### config.mk
export PLATFORM = sky130hd
export DESIGN_NAME = ps2_rx_fifo
export DESIGN_NICKNAME = d
export VERILOG_FILES = /design/src/rtl/ps2_rx_fifo.sv
export SDC_FILE = /design/constraint.sdc
export NUM_CORES = 1
export LEC_CHECK = 0
export ABC_CLOCK_PERIOD_IN_PS = 5700
export CAP_MARGIN = 20
export CORE_MARGIN = 3
export CORE_UTILIZATION = 30
export DETAILED_ROUTE_END_ITERATION = 12
export SLEW_MARGIN = 5
export SYNTH_ARGS = -nofsm -noshare
export SYNTH_HDL_FRONTEND = slang
export SYNTH_SLANG_ARGS = --single-unit
### constraint.sdc
create_clock -name clk_i -period 5.7 [get_ports clk_i]
set_input_delay 1.14 -clock clk_i [delete_from_list [all_inputs] [get_ports clk_i]]
set_output_delay 1.14 -clock clk_i [all_outputs]
set_load 0.01 [all_outputs]
### src/rtl/ps2_rx_fifo.sv
// ps2_rx_fifo: PS/2 keyboard receiver with show-ahead event FIFO.
//
// Synchronises ps2_clk/ps2_data, deframes 11-bit frames (start, 8 data LSB first,
// odd parity, stop), optionally folds E0/F0 prefixes into per-key flags and buffers
// the resulting events in a DEPTH-entry FIFO popped with a valid/rd_en handshake.
//
// Ports:
//   clk_i        system clock
//   clrn_i       asynchronous active-low reset (released synchronously internally)
//   ps2_clk_i    PS/2 clock, asynchronous
//   ps2_data_i   PS/2 data, asynchronous
//   rd_en_i      pop head entry; ignored while valid_o is low
//   clr_err_i    clears overflow_o / parity_err_o / frame_err_o
//   valid_o      FIFO non-empty
//   dout_o       head scan code (show-ahead); holds last value when empty
//   dout_brk_o   head entry is a key release (F0 seen)
//   dout_ext_o   head entry is extended (E0 seen)
//   level_o      FIFO occupancy, 0..DEPTH
//   overflow_o   sticky: event dropped because the FIFO was full
//   parity_err_o sticky: frame with bad odd parity
//   frame_err_o  sticky: bad start/stop bit or mid-frame timeout

module ps2_rx_fifo #(
    parameter int unsigned DEPTH       = 8,
    parameter int unsigned SYNC_STAGES = 3,
    parameter int unsigned TIMEOUT     = 50000,
    parameter int unsigned DECODE      = 1
) (
    input  logic                   clk_i,
    input  logic                   clrn_i,
    input  logic                   ps2_clk_i,
    input  logic                   ps2_data_i,
    input  logic                   rd_en_i,
    input  logic                   clr_err_i,
    output logic                   valid_o,
    output logic [7:0]             dout_o,
    output logic                   dout_brk_o,
    output logic                   dout_ext_o,
    output logic [$clog2(DEPTH):0] level_o,
    output logic                   overflow_o,
    output logic                   parity_err_o,
    output logic                   frame_err_o
);

    localparam int unsigned AW = $clog2(DEPTH);
    localparam int unsigned TW = $clog2(TIMEOUT + 1);

    typedef enum logic [1:0] {StIdle, StRecv, StCheck} state_e;

    // Reset synchroniser: assertion is immediate, release is aligned to clk_i.
    logic [1:0] rst_sync_q;
    logic       rst_n;

    always_ff @(posedge clk_i or negedge clrn_i) begin
        if (!clrn_i) rst_sync_q <= 2'b00;
        else         rst_sync_q <= {rst_sync_q[0], 1'b1};
    end
    assign rst_n = rst_sync_q[1];

    // Input synchronisers; index 0 is the first stage.
    logic [SYNC_STAGES-1:0] clk_sync_q, data_sync_q;
    logic                   fall, data_s;

    always_ff @(posedge clk_i or negedge rst_n) begin
        if (!rst_n) begin
            clk_sync_q  <= '0;
            data_sync_q <= '0;
        end else begin
            clk_sync_q  <= {clk_sync_q[SYNC_STAGES-2:0], ps2_clk_i};
            data_sync_q <= {data_sync_q[SYNC_STAGES-2:0], ps2_data_i};
        end
    end

    assign fall   = clk_sync_q[SYNC_STAGES-1] & ~clk_sync_q[SYNC_STAGES-2];
    assign data_s = data_sync_q[SYNC_STAGES-1];

    // Deframer state
    state_e          state_q, state_d;
    logic [3:0]      bit_cnt_q, bit_cnt_d;
    logic [10:0]     frame_q, frame_d;
    logic [TW-1:0]   idle_cnt_q, idle_cnt_d;
    logic            ext_pend_q, ext_pend_d;
    logic            brk_pend_q, brk_pend_d;
    logic            push;
    logic [9:0]      push_entry;
    logic            par_set, frm_set;
    logic            start_ok, stop_ok, par_ok;
    logic [7:0]      rx_byte;

    assign rx_byte  = frame_q[8:1];
    assign start_ok = ~frame_q[0];
    assign stop_ok  = frame_q[10];
    assign par_ok   = ^frame_q[9:1];

    always_comb begin
        state_d    = state_q;
        bit_cnt_d  = bit_cnt_q;
        frame_d    = frame_q;
        idle_cnt_d = idle_cnt_q;
        ext_pend_d = ext_pend_q;
        brk_pend_d = brk_pend_q;
        push       = 1'b0;
        push_entry = {2'b00, rx_byte};
        par_set    = 1'b0;
        frm_set    = 1'b0;
        unique case (state_q)
            StIdle: begin
                idle_cnt_d = '0;
                if (fall) begin
                    frame_d[0] = data_s;
                    bit_cnt_d  = 4'd1;
                    state_d    = StRecv;
                end
            end
            StRecv: begin
                if (fall) begin
                    frame_d[bit_cnt_q] = data_s;
                    idle_cnt_d         = '0;
                    if (bit_cnt_q == 4'd10) state_d = StCheck;
                    else                    bit_cnt_d = bit_cnt_q + 4'd1;
                end else if (idle_cnt_q == TW'(TIMEOUT - 1)) begin
                    // Stalled mid-frame: abandon it and any prefix it belonged to
                    frm_set    = 1'b1;
                    ext_pend_d = 1'b0;
                    brk_pend_d = 1'b0;
                    state_d    = StIdle;
                end else begin
                    idle_cnt_d = idle_cnt_q + TW'(1);
                end
            end
            StCheck: begin
                state_d = StIdle;
                par_set = ~par_ok;
                frm_set = ~start_ok | ~stop_ok;
                if (par_ok && start_ok && stop_ok) begin
                    if (DECODE != 0 && rx_byte == 8'hE0) begin
                        ext_pend_d = 1'b1;
                    end else if (DECODE != 0 && rx_byte == 8'hF0) begin
                        brk_pend_d = 1'b1;
                    end else begin
                        push = 1'b1;
                        if (DECODE != 0) push_entry = {ext_pend_q, brk_pend_q, rx_byte};
                        ext_pend_d = 1'b0;
                        brk_pend_d = 1'b0;
                    end
                end else begin
                    ext_pend_d = 1'b0;
                    brk_pend_d = 1'b0;
                end
            end
            default: state_d = StIdle;
        endcase
    end

    always_ff @(posedge clk_i or negedge rst_n) begin
        if (!rst_n) begin
            state_q    <= StIdle;
            bit_cnt_q  <= '0;
            frame_q    <= '0;
            idle_cnt_q <= '0;
            ext_pend_q <= 1'b0;
            brk_pend_q <= 1'b0;
        end else begin
            state_q    <= state_d;
            bit_cnt_q  <= bit_cnt_d;
            frame_q    <= frame_d;
            idle_cnt_q <= idle_cnt_d;
            ext_pend_q <= ext_pend_d;
            brk_pend_q <= brk_pend_d;
        end
    end

    // FIFO: pointers carry one extra bit so full and empty are distinct.
    logic [9:0]  mem_q [DEPTH];
    logic [AW:0] w_ptr_q, w_ptr_d, r_ptr_q, r_ptr_d;
    logic [AW:0] level, level_d;
    logic [9:0]  head_q, head_d;
    logic        full, empty, do_push, do_pop, ovf_set;
    logic        overflow_q, overflow_d, parity_err_q, parity_err_d, frame_err_q, frame_err_d;

    assign level   = w_ptr_q - r_ptr_q;
    assign full    = (level == (AW+1)'(DEPTH));
    assign empty   = (level == '0);
    assign do_pop  = rd_en_i & ~empty;
    assign do_push = push & (~full | do_pop);
    assign ovf_set = push & full & ~do_pop;
    assign w_ptr_d = w_ptr_q + (AW+1)'(do_push);
    assign r_ptr_d = r_ptr_q + (AW+1)'(do_pop);
    assign level_d = w_ptr_d - r_ptr_d;

    // Registered head; bypass the write when the next head slot is written this cycle.
    always_comb begin
        head_d = head_q;
        if (level_d != '0) begin
            if (do_push && (r_ptr_d[AW-1:0] == w_ptr_q[AW-1:0])) head_d = push_entry;
            else                                                  head_d = mem_q[r_ptr_d[AW-1:0]];
        end
    end

    // A set event wins over clr_err in the same cycle.
    assign overflow_d   = ovf_set | (overflow_q & ~clr_err_i);
    assign parity_err_d = par_set | (parity_err_q & ~clr_err_i);
    assign frame_err_d  = frm_set | (frame_err_q & ~clr_err_i);

    always_ff @(posedge clk_i or negedge rst_n) begin
        if (!rst_n) begin
            for (int i = 0; i < DEPTH; i++) mem_q[i] <= '0;
            w_ptr_q      <= '0;
            r_ptr_q      <= '0;
            head_q       <= '0;
            overflow_q   <= 1'b0;
            parity_err_q <= 1'b0;
            frame_err_q  <= 1'b0;
        end else begin
            if (do_push) mem_q[w_ptr_q[AW-1:0]] <= push_entry;
            w_ptr_q      <= w_ptr_d;
            r_ptr_q      <= r_ptr_d;
            head_q       <= head_d;
            overflow_q   <= overflow_d;
            parity_err_q <= parity_err_d;
            frame_err_q  <= frame_err_d;
        end
    end

    assign valid_o      = ~empty;
    assign level_o      = level;
    assign dout_o       = head_q[7:0];
    assign dout_brk_o   = head_q[8];
    assign dout_ext_o   = head_q[9];
    assign overflow_o   = overflow_q;
    assign parity_err_o = parity_err_q;
    assign frame_err_o  = frame_err_q;

endmodule
=== Yosys cells after proc, flatten, opt, wreduce, memory -nomap -nowiden ===
Cells that the tools add are included.

* $add $sub $neg: 6
* $lt $le $gt $ge: 5
* Equality and inequality tests: 18
* Mux-type cells: 47
* Bitwise gates (word level): 23
* Reductions and logical operators: 18

{| class="wikitable"
|+ Operators by type and width
! cell !! number
|-
| $bwmux 80 || 1
|-
| $mux 10 || 8
|-
| $mux 16 || 2
|-
| $pmux 16 s2 || 1
|-
| $bmux 10 s3 || 1
|-
| $demux 10 s3 || 1
|-
| $mux 1 || 18
|-
| $add 16x1->16 const B || 1
|-
| $eq 16x16->1 const B || 1
|-
| $eq 8x8->1 const B || 2
|-
| $mux 4 || 3
|-
| $ne 3x3->1 const B || 4
|-
| $reduce_and 4->1 || 3
|-
| $bwmux 11 || 1
|-
| $ne 2x2->1 const B || 5
|-
| $reduce_xor 9->1 || 1
|-
| $add 4x1->4 || 2
|-
| $and 1x1->1 || 8
|-
| $eq 4x4->1 const B || 2
|-
| $ge 4x4->1 const B || 2
|-
| $mux 2 || 4
|-
| $not 1->1 || 8
|-
| $not 3->4 || 2
|-
| $pmux 1 s2 || 4
|-
| other kinds (20) || 32
|}

* Bits in registers: 144
* Input bits: 6
* Output and inout port bits: 18
* Word-level logic and storage cells: 141

=== Depth between registers and ports, before layout ===
Gate-level depths: netlist of run 1.

* Word-level depth: 10
* Depth in mapped cells: 20
* Mapped depth without buffers: 17

=== Worst setup path before layout of run 1 ===
OpenSTA, ideal clock, no wires.

* Path type: register to register
* Start point: reg w_ptr_q[0]
* End point: reg head_q[0]
* Library setup time: 0.125 ns
* Data arrival time: 4.690 ns
* Data required time: 5.575 ns
* Slack: 0.884 ns
* Stages on the path, launching flop included: 18
* Buffers on the path: 3
* Period minus slack after synthesis: 4.816 ns
* Cell sequence: dfrtp_1 > clkbuf_1 > inv_1 > ha_1 > inv_1 > fa_1 > or4_1 > and2_1 > ha_1 > ha_1 > buf_1 > inv_1 > ha_1 > a21o_1 > or4_1 > a31o_1 > buf_6 > mux2_4

* Word-level cells in the longest chain between the ends: 10
* Elaborated cells on any way between the ends: 19
* Those cells by class: add/sub (4); eq/ne (2); mux (4); bitwise (6); reduce/logical (3)

{| class="wikitable"
|+ RTL lines
! item !! line !! source
|-
| from (decl) || 175 || <nowiki>logic [AW:0] w_ptr_q, w_ptr_d, r_ptr_q, r_ptr_d;</nowiki>
|-
| from (signal assigned) || 216 || <nowiki>w_ptr_q <= w_ptr_d;</nowiki>
|-
| $sub 4x4->4 * || 181 || <nowiki>assign level = w_ptr_q - r_ptr_q;</nowiki>
|-
| named net level_o[1] || 39 || <nowiki>output logic [$clog2(DEPTH):0] level_o,</nowiki>
|-
| $logic_not 4->1 * || 183 || <nowiki>assign empty = (level == '0);</nowiki>
|-
| $not 1->1 * || -- ||
|-
| named net valid_o || 35 || <nowiki>output logic valid_o,</nowiki>
|-
| $and 1x1->1 * || 184 || <nowiki>assign do_pop = rd_en_i & ~empty;</nowiki>
|-
| $add 4x1->4 * || 188 || <nowiki>assign r_ptr_d = r_ptr_q + (AW+1)'(do_pop);</nowiki>
|-
| named net r_ptr_d[1] || 175 ||
|-
| $not 3->4 (not written as such) || 196 || <nowiki>else head_d = mem_q[r_ptr_d[AW-1:0]];</nowiki>
|-
| $bmux 10 s3 || 196 ||
|-
| $mux 10 (not written as such) (2 in series) || 196 ||
|-
| $mux 10 || 195 || <nowiki>if (do_push && (r_ptr_d[AW-1:0] == w_ptr_q[AW-1:0])) head_d = push_entry;</nowiki>
|-
| to (signal assigned) || 210 || <nowiki>head_q <= '0;</nowiki>
|-
| to (signal assigned) || 218 || <nowiki>head_q <= head_d;</nowiki>
|-
| to (decl) || 177 || <nowiki>logic [9:0] head_q, head_d;</nowiki>
|}

The timed path passes the listed nets; every way through them passes the cells marked *. The select of a mux whose other input is x is not followed.
A chain may end at the register's enable or synchronous reset.

=== Worst setup path in the final report of run 1 ===
* Start point: reg w_ptr_q[0]
* End point: reg head_q[7]

* Elaborated cells on any way between the ends: 19
* Those cells by class: add/sub (4); eq/ne (2); mux (4); bitwise (6); reduce/logical (3)

{| class="wikitable"
|+ RTL lines
! item !! line !! source
|-
| $sub 4x4->4 || 181 ||
|-
| $logic_not 4->1 || 183 ||
|-
| $not 1->1 || 184 ||
|-
| $and 1x1->1 || 184 ||
|-
| $or 1x1->1 || 185 || <nowiki>assign do_push = push & (~full | do_pop);</nowiki>
|-
| $and 1x1->1 || 185 ||
|-
| $add 4x1->4 * || 187 || <nowiki>assign w_ptr_d = w_ptr_q + (AW+1)'(do_push);</nowiki>
|-
| named net w_ptr_d[2] || 175 ||
|-
| $sub 4x4->4 * || 189 || <nowiki>assign level_d = w_ptr_d - r_ptr_d;</nowiki>
|-
| $reduce_bool 4->1 * || 194 || <nowiki>if (level_d != '0) begin</nowiki>
|}

Marked as above.

==> run summary, run 1 <==
Critical path buffers and inverters = 2
Setup Total Neg Slack = 0 ns
Post-synth ARST share = 100%
root buf cell = clkbuf_16
Top Layer Used = met4
Post-synth EDFFs = 0
# port buffers = 23
Crit Path Class = reg2reg
number of remaining DRC errors = 0
Max Fclk = 204 MHz
slowest cell on the critical path = or4_1
Area Overhead vs Synth = 15.1%
clk sink count = 144
Mapped Cells = 564
CP Max Fanout = 10
Fillers = 2,332
DR WL met2 = 7270 um
Max-slew headroom = 40.1%
WL met3 = 319 um
worst-margin pin slew = 0.898 ns
I/O pins = 24
gr usage total = 12.0%
Via density = 4.74
Slew Viols, Final = 0
YS warnings = 0
Starting Density = 30.9%
Rows = 56
Main synth FF type = dfrtp_1
die footprint = 0.0265 mm2
Flop pwr share = 36.5%
CP Data Required Time = 6.00 ns
CP top delay family = simple AND/OR/NAND/NOR gates
Worst Setup Start Kind = register
drt pass-1 iters = 4
Via Count = 4,340
Core Footprint = 0.0238 mm2
initial antenna violation count = 0
Cell Count Post-Placement = 884
Post-CTS Hold Buffers = 0
non-filler instance count after layout = 915
ANT cells = 0
Final HPWL DP = 9820 um
leakage = 3.94 nW
Post-Syn Nets = 594
Fin. Hold Viols = 0
Routed Antenna Nets = 0
global route overflow = 0
Synth cell types = 58
Sw Share = 32.9%
Mapped Area = 0.00736 mm2
largest net degree at the start of global routing = 59
Bufs on Longest Clock Path = 2
Setup Buffers After CTS = 0
register area share after synthesis = 48.9%
Clk pwr share = 32.9%
maxcap violations = 0
Met1 Wirelength = 7260 um
fraction of layout cells with a size suffix above 1 = 28.5%
status = finished clean
Die Wd = 163 um
unrepaired setup endpoints after global routing = no
Arr. time, crit path = 5.20 ns
Synth Register Bits = 144
global-route wire length before repair = 24,800 um
cts repair resizes = 0
First DRT Iteration DRCs = 203
Top cell by count, worst path = ha_1
worst min path class = reg2async
CP endpoint kind = register
Mapped Avg Cell Area = 13.1 um2
post-place instance area = 0.00790 mm2
fin crit period = 4.90 ns
Routed WL per cell = 16.4 um
combinational power share = 30.6%
Crit path largest cell delay = 0.54 ns
Chip Height = 163 um
worst skew pair latency = 0.41 ns
final period utilization = 86.0%
Final Wtd Congestion = 0.786
Peak VDD IR = 0.210 mV
Final #Nets = 614
crit-path cells = inv_1, ha_1, inv_1, fa_1, or4_1, nor3b_2, nor2b_1, ha_1, nand2_1, xnor2_1, ha_1, or4_1, a31o_1, mux2_4
Clock transition at path regs = 0.06 ns
final instance area = 0.00847 mm2
worst hold slack = 0.310 ns
NetSw = 1.11 mW
final WL = 15,000 um
CTS tree = built
vias in the first global route = 4,411
Final setup viols = 0
Clock H-tree levels = 4
total CTS buffers = 17
Clock Skew = 0.0109 ns
Power Internal = 2.26 mW
total power per unit cell area = 397 mW/mm2
-- final timing paths --
check                               start  cells past startpoint             end  slack, ns
min                         rst_sync_q[1]                      0  idle_cnt_q[13]       0.31
min reg2reg                 rst_sync_q[1]                      0  idle_cnt_q[13]       0.31
min in group clk_i         data_sync_q[0]                      0  data_sync_q[1]       0.35
max in group asynchronous   rst_sync_q[1]                      1       mem_q[75]       4.21
max reg2reg                    w_ptr_q[0]                     14       head_q[7]       0.80
max                            w_ptr_q[0]                     14       head_q[7]       0.80
-- cell type report --
type                    count  area [um2]  area share [%]
repair buffers             31         300            3.54
clock inverters             9         135            1.59
flip-flops and latches    144        3610            42.6
multi-input cells         364        3490            41.2
well taps                 319         399            4.71
inverters                  26        97.6            1.15
clock buffers              22         444            5.24
-- state kept, by name, indices dropped and copies added, names as in the netlist --
name	flops
idle_cnt_q	16
parity_err_o	1
mem_q	80
data_sync_q	3
rst_sync_q	2
state_q	2
bit_cnt_q	4
frame_q	11
brk_pend_q	1
head_q	10
frame_err_o	1
r_ptr_q	4
w_ptr_q	4
overflow_o	1
clk_sync_q	3
ext_pend_q	1
-- layout by cell type (no fill, tap or decap), types with 4 or more instances in the layout --
| master | instances |
|---|---|
| nand2_1 | 29 |
| clkbuf_16 | 17 |
| clkdlybuf4s50_1 | 23 |
| o21ai_0 | 21 |
| buf_4 | 6 |
| mux2_4 | 50 |
| a21oi_1 | 9 |
| a31oi_1 | 4 |
| mux4_2 | 20 |
| ha_1 | 23 |
| and3_1 | 4 |
| inv_1 | 26 |
| nor3_1 | 8 |
| xnor2_1 | 10 |
| clkbuf_1 | 5 |
| xor2_1 | 9 |
| mux2_2 | 54 |
| mux2i_1 | 12 |
| nand3_1 | 15 |
| a22o_1 | 4 |
| nor2_1 | 32 |
| dfrtp_1 | 143 |
-- cells in the mapped netlist, drive strengths merged (2+ instances only) --
cell type  number  area (um2)
a21o            3        22.5
a21oi           9        45.0
a22o            5        45.0
a22oi           2        15.0
a31oi           4        25.0
and2            3        20.0
and3            4        25.0
and4b           3        30.0
buf            15         114
clkbuf         15        56.3
dfrtp         144        3600
ha             23         288
inv            26        97.6
mux2          104        1360
mux2i          12         120
mux4           20         450
nand2          29         109
nand2b          2        12.5
nand3          19         123
nand3b          3        22.5
nand4           4        31.3
nor2           32         120
nor2b           3        18.8
nor3            9        50.1
nor3b           3        27.5
nor4            3        18.8
nor4b           3        26.3
o21ai          21         105
o31ai           3        22.5
or4             3        22.5
xnor2          10        87.6
xor2           10        95.1
-- logic make-up (layout without fill, tap and decap cells) --
kind of cell	after synthesis	after routing	share of synthesized area (%)
multiplexers	136	136	26.2
XOR/XNOR	21	21	2.79
adder cells (fa/ha/maj)	24	24	4.18
other	1	1	0.0509
buffers and inverters	56	88	3.64
flip-flops	144	144	48.9
AO/OA/AOI/OAI	53	53	4.49
AND/OR/NAND/NOR	129	129	9.70
-- power by group through the flow --
stage	Clock [mW]	Combinational, mW	Sequential (mW)
finish	1.11	1.03	1.23
global route	1.18	1.14	1.25
CTS	1.13	1.05	1.23
detailed placement	0	1.04	1.25
global placement	0	1.03	1.25
floorplan	0	0.786	1.18
-- through the flow --
| stage | power (mW) | util (%) | setup WS (ns) |
|---|---|---|---|
| after global routing | 3.57 | 35.6 | 0.486 |
| after detailed placement | 2.29 | 33.1 | 0.775 |
| after CTS | 3.41 | 35.6 | 0.816 |
| after floorplan | 1.97 | - | 0.884 |
| after global placement | 2.28 | 33.1 | 0.840 |
| final | 3.36 | 35.6 | 0.797 |
-- layer usage --
metal  vias to the layer above  global-route usage (%)
met1                      2218                    16.5
met4                         0                    3.46
met5                         -                       0
li1                       2067                       -
met3                        14                    2.39
met2                        41                    19.3
No activity file was read; power rests on OpenSTA's default activity.
==> run 2: changes to the inputs <==
--- a/config.mk
+++ b/config.mk
@@ -7,9 +7,11 @@
 export LEC_CHECK = 0
 export ABC_CLOCK_PERIOD_IN_PS = 5700
 export CAP_MARGIN = 20
+export CORE_ASPECT_RATIO = 0.6
 export CORE_MARGIN = 3
 export CORE_UTILIZATION = 30
 export DETAILED_ROUTE_END_ITERATION = 12
+export PLACE_DENSITY_LB_ADDON = 0.1
 export SLEW_MARGIN = 5
 export SYNTH_ARGS = -nofsm -noshare
 export SYNTH_HDL_FRONTEND = slang
==> run summary, run 2 (synthesized netlist as in run 1, its figures left out) <==
DR WL met2 = 7060 um
unrepaired setup endpoints after global routing = no
Post-CTS Hold Buffers = 0
worst skew pair latency = 0.43 ns
worst min path class = reg2reg
Core Footprint = 0.0236 mm2
Via Count = 4,485
global route overflow = 0
total CTS buffers = 17
Final setup viols = 0
crit-path cells = inv_1, ha_1, inv_1, fa_1, or4_1, nor3b_2, nor2b_1, buf_4, ha_1, nand2_1, xnor2_1, ha_1, or4_1, a31o_1, mux2_4
Final Wtd Congestion = 0.753
slowest cell on the critical path = or4_1
die footprint = 0.0265 mm2
drt pass-1 iters = 5
Clock H-tree levels = 4
status = finished clean
Met1 Wirelength = 10,200 um
Util after Layout = 36.4%
commonest non-fill, non-tap cell in the layout = dfrtp_1
Largest register FFs = 80
ANT cells = 0
gr usage total = 14.5%
Fillers = 2,259
number of remaining DRC errors = 0
leakage = 4.01 nW
initial antenna violation count = 0
First DRT Iteration DRCs = 209
Clock Skew = 0.00748 ns
Peak VDD IR = 0.165 mV
final WL = 18,300 um
Arr. time, crit path = 5.14 ns
most frequent cells in the layout = dfrtp_1, mux2_2, mux2_4
Worst Setup Start Kind = register
Routed WL per cell = 20.1 um
# port buffers = 23
fin crit period = 4.83 ns
Area Overhead vs Synth = 16.9%
Final HPWL DP = 12,200 um
WL met3 = 766 um
Routed Antenna Nets = 0
CP endpoint kind = register
Top cell by count, worst path = ha_1
clk sink count = 144
Tot Pwr = 3.68 mW
Max Fclk = 207 MHz
root buf cell = clkbuf_16
Crit path largest cell delay = 0.55 ns
cts repair resizes = 0
maxcap violations = 0
Die Wd = 208 um
global-route wire length before repair = 28,800 um
Clock transition at path regs = 0.06 ns
total power per unit cell area = 427 mW/mm2
Chip Height = 127 um
CP Max Fanout = 10
vias in the first global route = 4,470
Setup Total Neg Slack = 0 ns
Fin. Hold Viols = 0
Starting Density = 31.2%
Rows = 43
I/O pins = 24
Bufs on Longest Clock Path = 2
fraction of layout cells with a size suffix above 1 = 29.3%
worst-margin pin slew = 1.12 ns
Slew Viols, Final = 0
Crit Path Class = reg2reg
Max-slew headroom = 25.3%
Setup Buffers After CTS = 0
top flop regs = mem_q (80), idle_cnt_q (16), frame_q (11)
Via density = 4.92
CTS tree = built
Largest Register = mem_q
CP Data Required Time = 6.01 ns
Final #Nets = 614
Top Layer Used = met4
largest net degree at the start of global routing = 51
final period utilization = 84.7%
run 2: changes by cell type in the layout (fill, tap and decap cells not counted), moves of 2 or more:
cell	previous run	this run
bufinv_16	3	7
clkbuf_1	5	1
clkbuf_8	0	4
clkinvlp_4	3	1
run 2: area by class of cell:
| class | count | area [um2] | area share, % |
|---|---|---|---|
| clock buffers | 22 | 484 | 5.63 |
| flip-flops and latches | 144 | 3610 | 41.9 |
| well taps | 315 | 394 | 4.58 |
| repair buffers | 31 | 303 | 3.52 |
| clock inverters | 10 | 228 | 2.65 |
| inverters | 26 | 97.6 | 1.13 |
| multi-input cells | 364 | 3490 | 40.6 |
run 2: power breakdown:
part           leakage, nW  switching [mW]  internal, mW  total [mW]
sequential            1.96           0.137          1.10        1.24
clock                0.346           0.443         0.911        1.35
combinational         1.70           0.617         0.468        1.08
total                 4.01            1.20          2.48        3.68
run 2: per-layer routing:
layer  global-route usage, %  vias to the layer above
met2                    18.0                       75
met3                    4.27                       20
met1                    23.3                     2322
li1                        -                     2068
met5                       0                        -
met4                    4.48                        0
run 2: final timing paths:
kind	start	end	slack, ns	depth (start not counted)
worst max-delay path	w_ptr_q[0]	head_q[1]	0.87	15
worst min-delay path	data_sync_q[0]	data_sync_q[1]	0.35	0
worst max register to register	w_ptr_q[0]	head_q[1]	0.87	15
worst min register to register	data_sync_q[0]	data_sync_q[1]	0.35	0
max in group asynchronous	rst_sync_q[1]	mem_q[71]	4.18	1
min in group asynchronous	rst_sync_q[1]	overflow_o	0.36	0
run 2: critical path, delay by kind of cell (launching register included):
family | cells | cell delay, ns
buffers and inverters | 3 | 0.41
muxes | 1 | 0.39
and+or+nand+nor | 5 | 1.54
AOI/OAI and AO/OA | 1 | 0.47
DFF | 1 | 0.53
adders and majority gates | 4 | 1.20
xor gates and xnor gates | 1 | 0.16
run 2: per-stage QoR:
step | setup WS (ns) | area (um2) | instances | hold slack, ns
global placement | 0.899 | 7890 | 880 | 0.333
floorplan | 0.884 | 7360 | 564 | 0.331
detailed placement | 0.843 | 7890 | 880 | 0.340
finish | 0.871 | 8600 | 912 | 0.351
CTS | 0.894 | 8600 | 912 | 0.354
global route | 0.598 | 8600 | 912 | 0.367
==> run 3: changes to the inputs <==
--- a/config.mk
+++ b/config.mk
@@ -5,7 +5,7 @@
 export SDC_FILE = /design/constraint.sdc
 export NUM_CORES = 1
 export LEC_CHECK = 0
-export ABC_CLOCK_PERIOD_IN_PS = 5700
+export ABC_CLOCK_PERIOD_IN_PS = 4100
 export CAP_MARGIN = 20
 export CORE_ASPECT_RATIO = 0.6
 export CORE_MARGIN = 3
==> constraint.sdc (replaced) <==
create_clock -name clk_i -period 4.1 [get_ports clk_i]
set_input_delay 0.82 -clock clk_i [delete_from_list [all_inputs] [get_ports clk_i]]
set_output_delay 0.82 -clock clk_i [all_outputs]
set_load 0.01 [all_outputs]
==> run summary, run 3 (synthesized netlist as in run 1, its figures left out) <==
WL met3 = 599 um
Core Footprint = 0.0236 mm2
Top cell by count, worst path = ha_4
Crit Path Class = reg2reg
leakage = 4.18 nW
Sw Share = 33.1%
Max Fclk = 250 MHz
Flop pwr share = 31.2%
I/O pins = 24
Reg area = 0.00361 mm2
global route overflow = 0
Final #Nets = 646
Tot Pwr = 5.30 mW
Die Wd = 208 um
Bufs on Longest Clock Path = 2
CP Data Required Time = 4.42 ns
vias in the first global route = 4,681
fraction of layout cells with a size suffix above 1 = 36.9%
crit-path cells = ha_4, inv_2, fa_2, or4_4, and2_4, ha_4, ha_4, xor2_4, inv_2, ha_4, or4_4, a31o_4, clkbuf_16, mux2_4
Routed Antenna Nets = 0
Fillers = 2,195
final instance area = 0.00902 mm2
# port buffers = 23
Final HPWL DP = 12,400 um
initial antenna violation count = 0
Fin. Hold Viols = 0
Final Wtd Congestion = 0.752
total CTS buffers = 17
most frequent cells in the layout = dfrtp_1, mux2_2, mux2_4
combinational power share = 36.9%
CP endpoint kind = register
drt pass-1 iters = 4
die footprint = 0.0265 mm2
root buf cell = clkbuf_16
Top Layer Used = met4
global-route wire length before repair = 28,700 um
Rows = 43
final WL = 18,100 um
maxcap violations = 0
Peak VDD IR = 0.253 mV
Chip Height = 127 um
Critical path buffers and inverters = 3
Max-slew headroom = 32.5%
ANT cells = 0
unrepaired setup endpoints after global routing = yes
DR WL met2 = 7390 um
Clock H-tree levels = 4
CP top delay family = adder cells
Worst Setup Start Kind = register
CP Max Fanout = 5
Power Internal = 3.54 mW
Clock transition at path regs = 0.06 ns
First DRT Iteration DRCs = 287
final period utilization = 97.7%
Routed WL per cell = 19.2 um
FF-to-FF path depth = 14
top flop regs = mem_q (80), idle_cnt_q (16), frame_q (11)
commonest non-fill, non-tap cell in the layout = dfrtp_1
Final setup viols = 0
Largest register FFs = 80
worst skew pair latency = 0.44 ns
Area Overhead vs Synth = 22.5%
footprint of the multi-input gates = 0.00368 mm2
status = finished clean
worst hold slack = 0.348 ns
fin crit period = 4.00 ns
Via Count = 4,614
gr usage total = 14.4%
clk sink count = 144
total power per unit cell area = 587 mW/mm2
Largest Register = mem_q
Levels on crit path = 14
worst-margin pin slew = 1.01 ns
Arr. time, crit path = 4.32 ns
Slew Viols, Final = 0
largest net degree at the start of global routing = 78
Crit path largest cell delay = 0.53 ns
Starting Density = 31.2%
Via density = 4.89
post-place instance area = 0.00823 mm2
slowest cell on the critical path = or4_4
Clock Skew = 0.00791 ns
Met1 Wirelength = 9830 um
number of remaining DRC errors = 0
Clk pwr share = 32.0%
hold depth = 0
worst min path class = reg2reg
NetSw = 1.76 mW
CTS tree = built
-- run 3: final timing paths --
| path | start | to | slack [ns] |
|---|---|---|---|
| setup / recovery | r_ptr_q[0] | head_q[3] | 0.1 |
| hold / removal | rst_sync_q[0] | rst_sync_q[1] | 0.35 |
| setup reg to reg | r_ptr_q[0] | head_q[3] | 0.1 |
| hold reg to reg | rst_sync_q[0] | rst_sync_q[1] | 0.35 |
| max in group asynchronous | rst_sync_q[1] | clk_sync_q[1] | 2.65 |
| min in group asynchronous | rst_sync_q[1] | r_ptr_q[1] | 0.48 |
-- run 3: power groups by stage --
stage               sequential [mW]  combinational, mW  clock [mW]
CTS                            1.65               1.90        1.75
floorplan                      1.66               1.19           0
global route                   1.67               2.14        1.80
finish                         1.65               1.95        1.69
detailed placement             1.68               1.90           0
global placement               1.68               1.87           0
-- run 3: per-stage QoR --
step / std cells / TNS [ns] / worst slack (ns) / util, %
floorplan: 564 / -0.392 / -0.0392 / -
global placement: 904 / 0 / 0.0311 / 34.8
detailed placement: 904 / -0.152 / -0.0184 / 34.8
CTS: 935 / 0 / 0.0256 / 37.6
global route: 943 / -0.190 / -0.0316 / 38.2
finish: 943 / 0 / 0.0960 / 38.2
-- run 3: area by class of cell --
type | count | share of cell area [%]
Inverter | 26 | 1.17
Clock buffer | 22 | 5.37
Timing Repair Buffer | 63 | 6.63
Clock inverter | 9 | 1.72
Sequential cell | 144 | 40.0
Multi-Input combinational cell | 364 | 40.8
Tap cell | 315 | 4.37
-- run 3: worst register-to-register path, delay by kind of cell (launching register included) --
kind	cells	cell delay, ns
AOI/OAI and AO/OA	1	0.29
xor gates and xnor gates	1	0.16
adders and majority gates	5	1.22
buffers and inverters	3	0.30
DFF	1	0.44
muxes	1	0.29
and+or+nand+nor	3	1.20
-- run 3: what timing repair did --
| action | CTS | global route |
|---|---|---|
| resized for setup | 0 | 15 |
| hold buffers | 0 | 0 |
| setup endpoints to repair | 0 | 10 |
| buffers inserted | 0 | 7 |
-- run 3: layer usage --
metal / GRT usage [%] / up-vias
met1: 22.6 / 2383
li1: - / 2139
met4: 5.58 / 0
met5: 0 / -
met2: 19.0 / 71
met3: 2.97 / 21
